File: src/rtl/mac_dot_sequencer_if.sv
`default_nettype none
// ---------------------------------------------------------------------------
// Module   : mac_dot_sequencer_if
// Purpose  : Groups the operand-buffer handshake and the MAC operand/result
//            bus seen by mac_dot_sequencer.
//   master : sequencer side (drives op_req and the mac_* operands, receives
//            op_vld/op_a/op_b and mac_dout/mac_dout_vld)
//   slave  : operand buffer + MAC side (the opposite directions)
// Revision : 1.0  initial release
// ---------------------------------------------------------------------------
interface mac_dot_sequencer_if #(
  parameter int N = 32
);
  // Operand buffer handshake
  logic          op_req;
  logic          op_vld;
  logic [N-1:0]  op_a;
  logic [N-1:0]  op_b;
  // MAC bus
  logic          mac_addend_vld;
  logic [31:0]   mac_addend;
  logic          mac_multiplicand_vld;
  logic [N-1:0]  mac_multiplicand;
  logic [N-1:0]  mac_multiplier;
  logic [31:0]   mac_dout;
  logic          mac_dout_vld;

  modport master (
    output op_req,
    input  op_vld, op_a, op_b,
    output mac_addend_vld, mac_addend,
    output mac_multiplicand_vld, mac_multiplicand, mac_multiplier,
    input  mac_dout, mac_dout_vld
  );

  modport slave (
    input  op_req,
    output op_vld, op_a, op_b,
    input  mac_addend_vld, mac_addend,
    input  mac_multiplicand_vld, mac_multiplicand, mac_multiplier,
    output mac_dout, mac_dout_vld
  );
endinterface
`default_nettype wire

File: src/rtl/mac_dot_sequencer.sv
`default_nettype none
// ---------------------------------------------------------------------------
// Module   : mac_dot_sequencer
// Purpose  : Drives one MAC through a TAPS-long dot product
//            (bias + sum a_i*b_i). Per tap: issue the running partial sum as
//            the addend, fetch an operand pair, issue multiplicand/multiplier,
//            then wait for the MAC result, which becomes the next addend.
// Ports    : clk, rst_n   - clock, synchronous active-low reset
//            i_start      - begin a dot product (sampled only when idle)
//            i_bias_din   - initial partial sum, captured on start
//            i_relu_en    - clamp a negative result to 0, captured on start
//            o_busy       - high whenever not idle
//            o_sum_dout   - final result, held until the next result
//            o_sum_vld    - one-cycle result strobe
//            o_err        - one-cycle strobe on MAC result timeout
//            bus          - operand handshake + MAC bus (master side)
// Revision : 1.0  initial release
// ---------------------------------------------------------------------------
module mac_dot_sequencer #(
  parameter int N       = 32,
  parameter int TAPS    = 25,
  parameter int CNT_W   = 5,
  parameter int TIMEOUT = 255
) (
  input  logic                clk,
  input  logic                rst_n,
  input  logic                i_start,
  input  logic [31:0]         i_bias_din,
  input  logic                i_relu_en,
  output logic                o_busy,
  output logic [31:0]         o_sum_dout,
  output logic                o_sum_vld,
  output logic                o_err,
  mac_dot_sequencer_if.master bus
);

  // Timeout counter only needs to reach TIMEOUT-1 (the expiry test fires there).
  localparam int TMO_W = (TIMEOUT < 2) ? 1 : $clog2(TIMEOUT);
  localparam logic [TMO_W-1:0] C_TMO_LAST = TMO_W'(TIMEOUT - 1);
  localparam logic [CNT_W-1:0] C_TAP_LAST = CNT_W'(TAPS - 1);

  typedef enum logic [2:0] {
    S_IDLE     = 3'd0,
    S_ADD      = 3'd1,
    S_WAIT_OP  = 3'd2,
    S_MUL      = 3'd3,
    S_WAIT_MAC = 3'd4,
    S_DONE     = 3'd5
  } state_t;

  state_t            r_state;
  logic              r_relu;
  logic [CNT_W-1:0]  r_cnt;
  logic [TMO_W-1:0]  r_tmo;
  logic              r_busy;
  logic              r_op_req;
  logic              r_addend_vld;
  logic [31:0]       r_addend;      // doubles as the running accumulator
  logic              r_mcand_vld;
  logic [N-1:0]      r_mcand;
  logic [N-1:0]      r_mplier;
  logic [31:0]       r_sum_dout;
  logic              r_sum_vld;
  logic              r_err;

  // Every output is set on entry into the state that owns it, so each one
  // is a plain register with no decode behind it.
  always_ff @(posedge clk) begin
    if (!rst_n) begin
      r_state      <= S_IDLE;
      r_relu       <= 1'b0;
      r_cnt        <= '0;
      r_tmo        <= '0;
      r_busy       <= 1'b0;
      r_op_req     <= 1'b0;
      r_addend_vld <= 1'b0;
      r_addend     <= '0;
      r_mcand_vld  <= 1'b0;
      r_mcand      <= '0;
      r_mplier     <= '0;
      r_sum_dout   <= '0;
      r_sum_vld    <= 1'b0;
      r_err        <= 1'b0;
    end else begin
      // Strobes default low; they are only ever one cycle wide.
      r_addend_vld <= 1'b0;
      r_mcand_vld  <= 1'b0;
      r_sum_vld    <= 1'b0;
      r_err        <= 1'b0;

      case (r_state)
        S_IDLE: begin
          if (i_start) begin
            r_relu       <= i_relu_en;
            r_cnt        <= '0;
            r_addend     <= i_bias_din;
            r_addend_vld <= 1'b1;
            r_busy       <= 1'b1;
            r_state      <= S_ADD;
          end
        end

        S_ADD: begin
          r_op_req <= 1'b1;
          r_state  <= S_WAIT_OP;
        end

        S_WAIT_OP: begin
          if (r_op_req && bus.op_vld) begin
            r_op_req    <= 1'b0;
            r_mcand     <= bus.op_a;
            r_mplier    <= bus.op_b;    // held until the next accepted pair
            r_mcand_vld <= 1'b1;
            r_state     <= S_MUL;
          end
        end

        S_MUL: begin
          r_tmo   <= '0;
          r_state <= S_WAIT_MAC;
        end

        S_WAIT_MAC: begin
          if (bus.mac_dout_vld) begin
            if (r_cnt == C_TAP_LAST) begin
              r_sum_dout <= (r_relu && bus.mac_dout[31]) ? 32'd0 : bus.mac_dout;
              r_sum_vld  <= 1'b1;
              r_state    <= S_DONE;
            end else begin
              r_cnt        <= r_cnt + 1'b1;
              r_addend     <= bus.mac_dout;
              r_addend_vld <= 1'b1;
              r_state      <= S_ADD;
            end
          end else if (r_tmo == C_TMO_LAST) begin
            // MAC never answered: abandon the partial sum.
            r_err   <= 1'b1;
            r_busy  <= 1'b0;
            r_state <= S_IDLE;
          end else begin
            r_tmo <= r_tmo + 1'b1;
          end
        end

        S_DONE: begin
          r_busy  <= 1'b0;
          r_state <= S_IDLE;
        end

        default: begin
          r_busy   <= 1'b0;
          r_op_req <= 1'b0;
          r_state  <= S_IDLE;
        end
      endcase
    end
  end

  assign o_busy                   = r_busy;
  assign o_sum_dout               = r_sum_dout;
  assign o_sum_vld                = r_sum_vld;
  assign o_err                    = r_err;
  assign bus.op_req               = r_op_req;
  assign bus.mac_addend_vld       = r_addend_vld;
  assign bus.mac_addend           = r_addend;
  assign bus.mac_multiplicand_vld = r_mcand_vld;
  assign bus.mac_multiplicand     = r_mcand;
  assign bus.mac_multiplier       = r_mplier;

endmodule
`default_nettype wire
File: src/flat_wrapper.sv
// flat-port wrapper written by rule: the top's interface ports become plain ports
module mac_dot_sequencer_flat 
#(
  parameter int N       = 32,
  parameter int TAPS    = 25,
  parameter int CNT_W   = 5,
  parameter int TIMEOUT = 255
)
  (clk, rst_n, i_start, i_bias_din, i_relu_en, o_busy, o_sum_dout, o_sum_vld, o_err, bus_op_req, bus_op_vld, bus_op_a, bus_op_b, bus_mac_addend_vld, bus_mac_addend, bus_mac_multiplicand_vld, bus_mac_multiplicand, bus_mac_multiplier, bus_mac_dout, bus_mac_dout_vld);
  mac_dot_sequencer_if #(.N(N)) bus_i ();
  input  logic clk;
  input  logic rst_n;
  input  logic i_start;
  input  logic [31:0] i_bias_din;
  input  logic i_relu_en;
  output logic o_busy;
  output logic [31:0] o_sum_dout;
  output logic o_sum_vld;
  output logic o_err;
  output wire logic [$bits(bus_i.op_req)-1:0] bus_op_req;
  input wire logic [$bits(bus_i.op_vld)-1:0] bus_op_vld;
  input wire logic [$bits(bus_i.op_a)-1:0] bus_op_a;
  input wire logic [$bits(bus_i.op_b)-1:0] bus_op_b;
  output wire logic [$bits(bus_i.mac_addend_vld)-1:0] bus_mac_addend_vld;
  output wire logic [$bits(bus_i.mac_addend)-1:0] bus_mac_addend;
  output wire logic [$bits(bus_i.mac_multiplicand_vld)-1:0] bus_mac_multiplicand_vld;
  output wire logic [$bits(bus_i.mac_multiplicand)-1:0] bus_mac_multiplicand;
  output wire logic [$bits(bus_i.mac_multiplier)-1:0] bus_mac_multiplier;
  input wire logic [$bits(bus_i.mac_dout)-1:0] bus_mac_dout;
  input wire logic [$bits(bus_i.mac_dout_vld)-1:0] bus_mac_dout_vld;
  assign bus_op_req = bus_i.op_req;
  assign bus_i.op_vld = bus_op_vld;
  assign bus_i.op_a = bus_op_a;
  assign bus_i.op_b = bus_op_b;
  assign bus_mac_addend_vld = bus_i.mac_addend_vld;
  assign bus_mac_addend = bus_i.mac_addend;
  assign bus_mac_multiplicand_vld = bus_i.mac_multiplicand_vld;
  assign bus_mac_multiplicand = bus_i.mac_multiplicand;
  assign bus_mac_multiplier = bus_i.mac_multiplier;
  assign bus_i.mac_dout = bus_mac_dout;
  assign bus_i.mac_dout_vld = bus_mac_dout_vld;
  mac_dot_sequencer #(.N(N), .TAPS(TAPS), .CNT_W(CNT_W), .TIMEOUT(TIMEOUT)) u_core (.clk(clk), .rst_n(rst_n), .i_start(i_start), .i_bias_din(i_bias_din), .i_relu_en(i_relu_en), .o_busy(o_busy), .o_sum_dout(o_sum_dout), .o_sum_vld(o_sum_vld), .o_err(o_err), .bus(bus_i));
endmodule
File: config.mk
export PLATFORM = sky130hd
export DESIGN_NAME = mac_dot_sequencer_flat
export DESIGN_NICKNAME = d
export VERILOG_FILES = /design/src/rtl/mac_dot_sequencer_if.sv /design/src/rtl/mac_dot_sequencer.sv /design/src/flat_wrapper.sv
export SDC_FILE = /design/constraint.sdc
export NUM_CORES = 1
export LEC_CHECK = 0
export BUFFER_PORTS_ARGS = -buffer_cell sky130_fd_sc_hd__buf_2
export CAP_MARGIN = 10
export CORE_AREA = 2 2 139 141
export CTS_CLUSTER_DIAMETER = 30
export DETAILED_ROUTE_END_ITERATION = 8
export DIE_AREA = 0 0 141 143
export PLACE_DENSITY = 0.61
export SYNTH_ARGS = -nofsm -noshare
export SYNTH_HDL_FRONTEND = slang
export SYNTH_SLANG_ARGS = --single-unit
File: constraint.sdc
create_clock -name clk -period 2.2 [get_ports clk]
set_input_delay 0.44 -clock clk [delete_from_list [all_inputs] [get_ports clk]]
set_output_delay 0.44 -clock clk [all_outputs]
set_load 0.01 [all_outputs]
After elaboration in Yosys (flattened, before gate mapping)
Index checks and enable logic that the tools add are counted.
{ "op_classes": {"add_sub_neg": 2, "n_eq_ne": 15, "muxes": 31, "n_bitwise": 4, "n_reduce_logical": 18} }
{ "ops": {"columns": ["cell", "count"], "rows": [
  ["$mux 32", 4],
  ["$pmux 32 s2", 1],
  ["$mux 8", 2],
  ["$pmux 8 s2", 1],
  ["$mux 3", 5],
  ["$mux 5", 3],
  ["$pmux 3 s5", 1],
  ["$reduce_and 3->1", 4],
  ["$mux 1", 10],
  ["$ne 2x2->1 const B", 5],
  ["$pmux 5 s2", 1],
  ["$add 8x1->8 const B", 1],
  ["$eq 8x8->1 const B", 1],
  ["$reduce_and 2->1", 4],
  ["$reduce_and 4->1", 2],
  ["$eq 3x2->1 const B", 2],
  ["$eq 3x3->1 const B", 2],
  ["$pmux 1 s3", 2],
  ["$reduce_or 3->1", 2],
  ["$add 5x1->5 const B", 1],
  ["$eq 5x5->1 const B", 1],
  ["$ne 2x1->1 const B", 2],
  ["$not 1->1", 4],
  ["$reduce_bool 2->1", 2],
  ["other kinds (6)", 7]
]} }
{ "word_totals": {"reg_bits": 151, "in_bits": 134} }

Longest topological paths before layout
{ "logic_depth": {"depth_word": 4, "depth_mapped": 8, "ltp_nobuf": 6} }

Worst setup path before layout
OpenSTA, ideal clock, no wires.
{ "synth_path": {"kind": "input to register", "startpoint": "input bus_mac_dout_vld", "endpoint": "register u_core.r_sum_dout[10] (netlist: u_core.o_sum_dout[10])", "arrival_time_ns": 1.798, "path_slack_ns": 0.285, "path_stages": 7, "n_path_buf": 3, "cell_sequence": "clkbuf_1 inv_1 or3_4 and2_1 buf_6 buf_6 a22o_1"} }
{ "synth_between": {"elab_chain_cells": 1} }
{ "synth_rtl": {"columns": ["element", "line", "source"], "rows": [
  ["start, declared", "flat_wrapper.sv:30", "input wire logic [$bits(bus_i.mac_dout_vld)-1:0] bus_mac_dout_vld;"],
  ["$reduce_and 3->1 (no source line)", null, null],
  ["end signal, assigned", "mac_dot_sequencer.sv:126", "r_sum_dout <= (r_relu && bus.mac_dout[31]) ? 32'd0 : bus.mac_dout;"],
  ["end, declared", "mac_dot_sequencer.sv:62", "logic [31:0] r_sum_dout;"]
]} }
Every way passes these cells.
A chain may end at the register's enable or synchronous reset.

Worst setup path after layout
{ "layout_path": {"startpoint": "register u_core.r_state[2]", "endpoint": "register u_core.r_sum_dout[28] (netlist: u_core.o_sum_dout[28])"} }
{ "layout_between": {"elab_chain_cells": 2} }
{ "layout_rtl": {"columns": ["element", "line", "source"], "rows": [
  ["start, declared", "mac_dot_sequencer.sv:51", "state_t r_state;"],
  ["start signal, assigned", "mac_dot_sequencer.sv:70", "r_state <= S_IDLE;"],
  ["start signal, assigned", "mac_dot_sequencer.sv:99", "r_state <= S_ADD;"],
  ["start signal, assigned", "mac_dot_sequencer.sv:105", "r_state <= S_WAIT_OP;"],
  ["$eq 3x3->1", "mac_dot_sequencer.sv:91", "case (r_state)"],
  ["$reduce_and 3->1 (no source line)", null, null]
]} }
Every way passes these cells.

==> impl_metrics.tcl <==
set metrics [dict create \
    postSynthAreaPerCell_um2 9.07 \
    grt_setup_unrepaired "false" \
    finalSetupTns_ps 0 \
    placeableCoreArea_um2 18600 \
    routability_congestion 0.798 \
    ys_async_sr_fraction 0 \
    drtIter0Drc 151 \
    synth_flop_cell "sky130_fd_sc_hd__dfxtp_1" \
    clk_path_buf_depth 2 \
    buffers_added_on_ports 267 \
    cts_htree_levels 4 \
    status "finished, final reports clean" \
    power_density_nw_per_um2 813 \
    timing.critical_path.from_type "register" \
    clock_sink_count 151 \
    post-dp-hpwl_mm 11.4 \
    antenna-diode-count 0 \
    area_delta_synth_final_pct 37.9 \
    yosys.area.top_type_share 0.529 \
    hold_viol 0 \
    setup_viol 0 \
    postCtsHoldBufs 0 \
    final_area_um2 7880 \
    synth_area_leaders "sky130_fd_sc_hd__dfxtp_1 (53%), sky130_fd_sc_hd__nand2_1 (9.0%), sky130_fd_sc_hd__a21oi_1 (6.5%)" \
    synth_enable_flop_cells 0 \
    cts.reportedPaths.clkPinSlew_ps 70 \
    overflow 0 \
    post_synth_instance_area_um2 5710 \
    finalMaxSlewViolations 0 \
    initial_antenna_violation_count 0 \
    cp-end-kind "register" \
    grt_pass1_vias 4966 \
    grt_pass1_wl_mm 25.2 \
    setup.worst_path.class "register to register" \
    p_leak_nw 3.42 \
    hold_path_class "input port to register" \
    routed-via-count 5393 \
    post_synth_num_cell_types 47 \
    mappedNetlistNets 768 \
    post_cts_resized 0 \
    achievable-frequency_mhz 495 \
    tightestPinTransition_ps 505 \
    irDropWorstVdd_mv 0.463 \
    synth_sequential_area_ratio 0.529 \
    postCtsSetupRepairBufs 0 \
    crit_path_max_fanout 31 \
    detail_route.vias_per_cell 4.76 \
    core.rowCount 50 \
    post-route-period-util 0.918 \
    design.die.area_um2 20200 \
    antenna_left 0 \
    worst_slew_margin_rel 0.659 \
    track_usage 0.156 \
    yosys_register_bits 151 \
    worst_hold_slack_ps 247 \
    synthesized_netlist_cell_count 630 \
    tritoncts_buffer_count 17 \
    post_route_cells_drive_above_1_share 0.363 \
    finalClockSkew_ps 11.8 \
    grt_start_max_net_pins 66 \
    placed_cell_area_um2 7340 \
    fp.dieH_um 143 \
    timing.final.crit_period_ps 2020 \
    initial_util 0.307 \
    clock_latency_ps 410 \
    drt-pass1-iter-count 4 \
    worstPathRequired_ps 2500 \
    cap_violations 0 \
    yosysWarningCount 0 \
    io_pins 268 \
    die_x_um 141 \
    wirelength_mm 16.1 \
    cts_tree "built" \
    critical_path_arrival_ps 2320 \
    number_of_remaining_drc_errors 0 \
    detail_route.wl_per_cell_um 14.2 \
    fillers 1880 \
    ctsRootBufferMaster "sky130_fd_sc_hd__clkbuf_16" \
    area_leader_netlist "sky130_fd_sc_hd__dfxtp_1" \
    layout.nets 1025 \
]
[registers in the layout, indices dropped and copies added (netlist names)]
signal,count
u_core.o_sum_dout,32
u_core.o_err,1
u_core.bus.mac_multiplicand,32
u_core.r_state,3
u_core.bus.mac_addend,32
u_core.o_sum_vld,1
u_core.bus.mac_addend_vld,1
u_core.bus.mac_multiplicand_vld,1
u_core.r_relu,1
u_core.o_busy,1
u_core.r_cnt,5
u_core.r_tmo,8
u_core.bus.mac_multiplier,32
u_core.bus.op_req,1
[final cells by class]
type                    instances  area, um^2  share of cell area
inverters                       8        31.3             0.00397
clock buffers                  20         447              0.0567
flip-flops and latches        151        3020               0.384
clock inverters                12        96.3              0.0122
well taps                     234         293              0.0372
repair buffers                285        1530               0.195
multi-input cells             424        2450               0.312
[layout by cell type (no fill, tap or decap), types with 2 or more instances in the layout]
cell type / instances
sky130_fd_sc_hd__inv_1: 7
sky130_fd_sc_hd__o21ai_0: 8
sky130_fd_sc_hd__or3_1: 5
sky130_fd_sc_hd__clkinv_2: 2
sky130_fd_sc_hd__nor3_1: 2
sky130_fd_sc_hd__o22ai_1: 3
sky130_fd_sc_hd__nand3_1: 11
sky130_fd_sc_hd__mux2i_1: 33
sky130_fd_sc_hd__o211ai_1: 3
sky130_fd_sc_hd__or4_1: 2
sky130_fd_sc_hd__clkinvlp_4: 4
sky130_fd_sc_hd__clkbuf_1: 2
sky130_fd_sc_hd__ha_1: 4
sky130_fd_sc_hd__nand2_1: 137
sky130_fd_sc_hd__nand2b_1: 3
sky130_fd_sc_hd__clkinv_4: 5
sky130_fd_sc_hd__clkbuf_16: 17
sky130_fd_sc_hd__a211oi_1: 33
sky130_fd_sc_hd__buf_2: 267
sky130_fd_sc_hd__a21oi_1: 74
sky130_fd_sc_hd__nor2_1: 42
sky130_fd_sc_hd__dfxtp_1: 150
sky130_fd_sc_hd__inv_6: 2
sky130_fd_sc_hd__buf_4: 13
sky130_fd_sc_hd__buf_12: 5
sky130_fd_sc_hd__xnor2_1: 3
sky130_fd_sc_hd__nand4_1: 2
sky130_fd_sc_hd__a22o_1: 31
sky130_fd_sc_hd__and3_1: 3
[kinds of logic after synthesis]
group	Yosys count	share of synthesized area
mux	33	0.0578
flops	151	0.529
fa+ha+maj	4	0.00876
simple gates	222	0.170
xor+xnor	3	0.00460
compound gates	162	0.185
buf+inv	55	0.0447
[report_power, final]
group,leakage (nW),internal [mW],switching (mW)
clock network,0.253,1.49,1.19
logic,1.95,0.346,0.446
registers,1.23,2.86,0.0702
[synth_stat cells, types with 2 or more instances]
master and number:
sky130_fd_sc_hd__a22o_1 31, sky130_fd_sc_hd__buf_1 6, sky130_fd_sc_hd__nor2_1 42, sky130_fd_sc_hd__nor3_1 2, sky130_fd_sc_hd__buf_2 9, sky130_fd_sc_hd__inv_1 7, sky130_fd_sc_hd__mux2i_1 33, sky130_fd_sc_hd__buf_6 5
sky130_fd_sc_hd__a21boi_0 2, sky130_fd_sc_hd__clkbuf_1 27, sky130_fd_sc_hd__or3_1 6, sky130_fd_sc_hd__xnor2_1 3, sky130_fd_sc_hd__a41o_1 2, sky130_fd_sc_hd__a21oi_1 74, sky130_fd_sc_hd__ha_1 4, sky130_fd_sc_hd__o211ai_1 3
sky130_fd_sc_hd__and3_1 3, sky130_fd_sc_hd__nand2b_1 3, sky130_fd_sc_hd__a211oi_1 33, sky130_fd_sc_hd__nand3_1 11, sky130_fd_sc_hd__o21ai_0 8, sky130_fd_sc_hd__dfxtp_1 151, sky130_fd_sc_hd__or4_1 2, sky130_fd_sc_hd__nand4_1 2
sky130_fd_sc_hd__nand2_1 137, sky130_fd_sc_hd__o22ai_1 3
[per-layer routing]
metal,up-vias,global-route usage,share of wire
met2,242,0.252,0.45
met5,-,0,0
li1,2717,-,-
met1,2423,0.194,0.44
met3,11,0.0620,0.093
met4,0,0.0442,0.011
[path summary, 6_finish.rpt]
kind / start / to / slack, ps / cells after the start
setup / recovery: u_core.r_state[2] / u_core.o_sum_dout[28] / 180 / 5
hold / removal: bus_mac_dout[23] / u_core.o_sum_dout[23] / 250 / 2
setup reg to reg: u_core.r_state[2] / u_core.o_sum_dout[28] / 180 / 5
hold reg to reg: u_core.bus.mac_multiplier[16] / u_core.bus.mac_multiplier[16] / 450 / 2
[critical path, cell delays in order (launching register included)]
cell and delay, ps:
sky130_fd_sc_hd__dfxtp_2 410, sky130_fd_sc_hd__or3b_4 430, sky130_fd_sc_hd__or3_4 370, sky130_fd_sc_hd__and2_1 170
sky130_fd_sc_hd__buf_4 240, sky130_fd_sc_hd__a22o_1 270
[stage by stage]
stage | cells | worst slack (ps) | power [mW] | util
5_1_grt | 1134 | 84.4 | 6.72 | 0.424
2_1_floorplan | 630 | 285 | 3.42 | -
6_report | 1134 | 181 | 6.40 | 0.424
3_5_place_dp | 1102 | 204 | 3.80 | 0.395
4_1_cts | 1134 | 187 | 6.50 | 0.424
3_3_place_gp | 1102 | 236 | 3.79 | 0.395
Note: power is estimated with default switching activity, not from simulation.
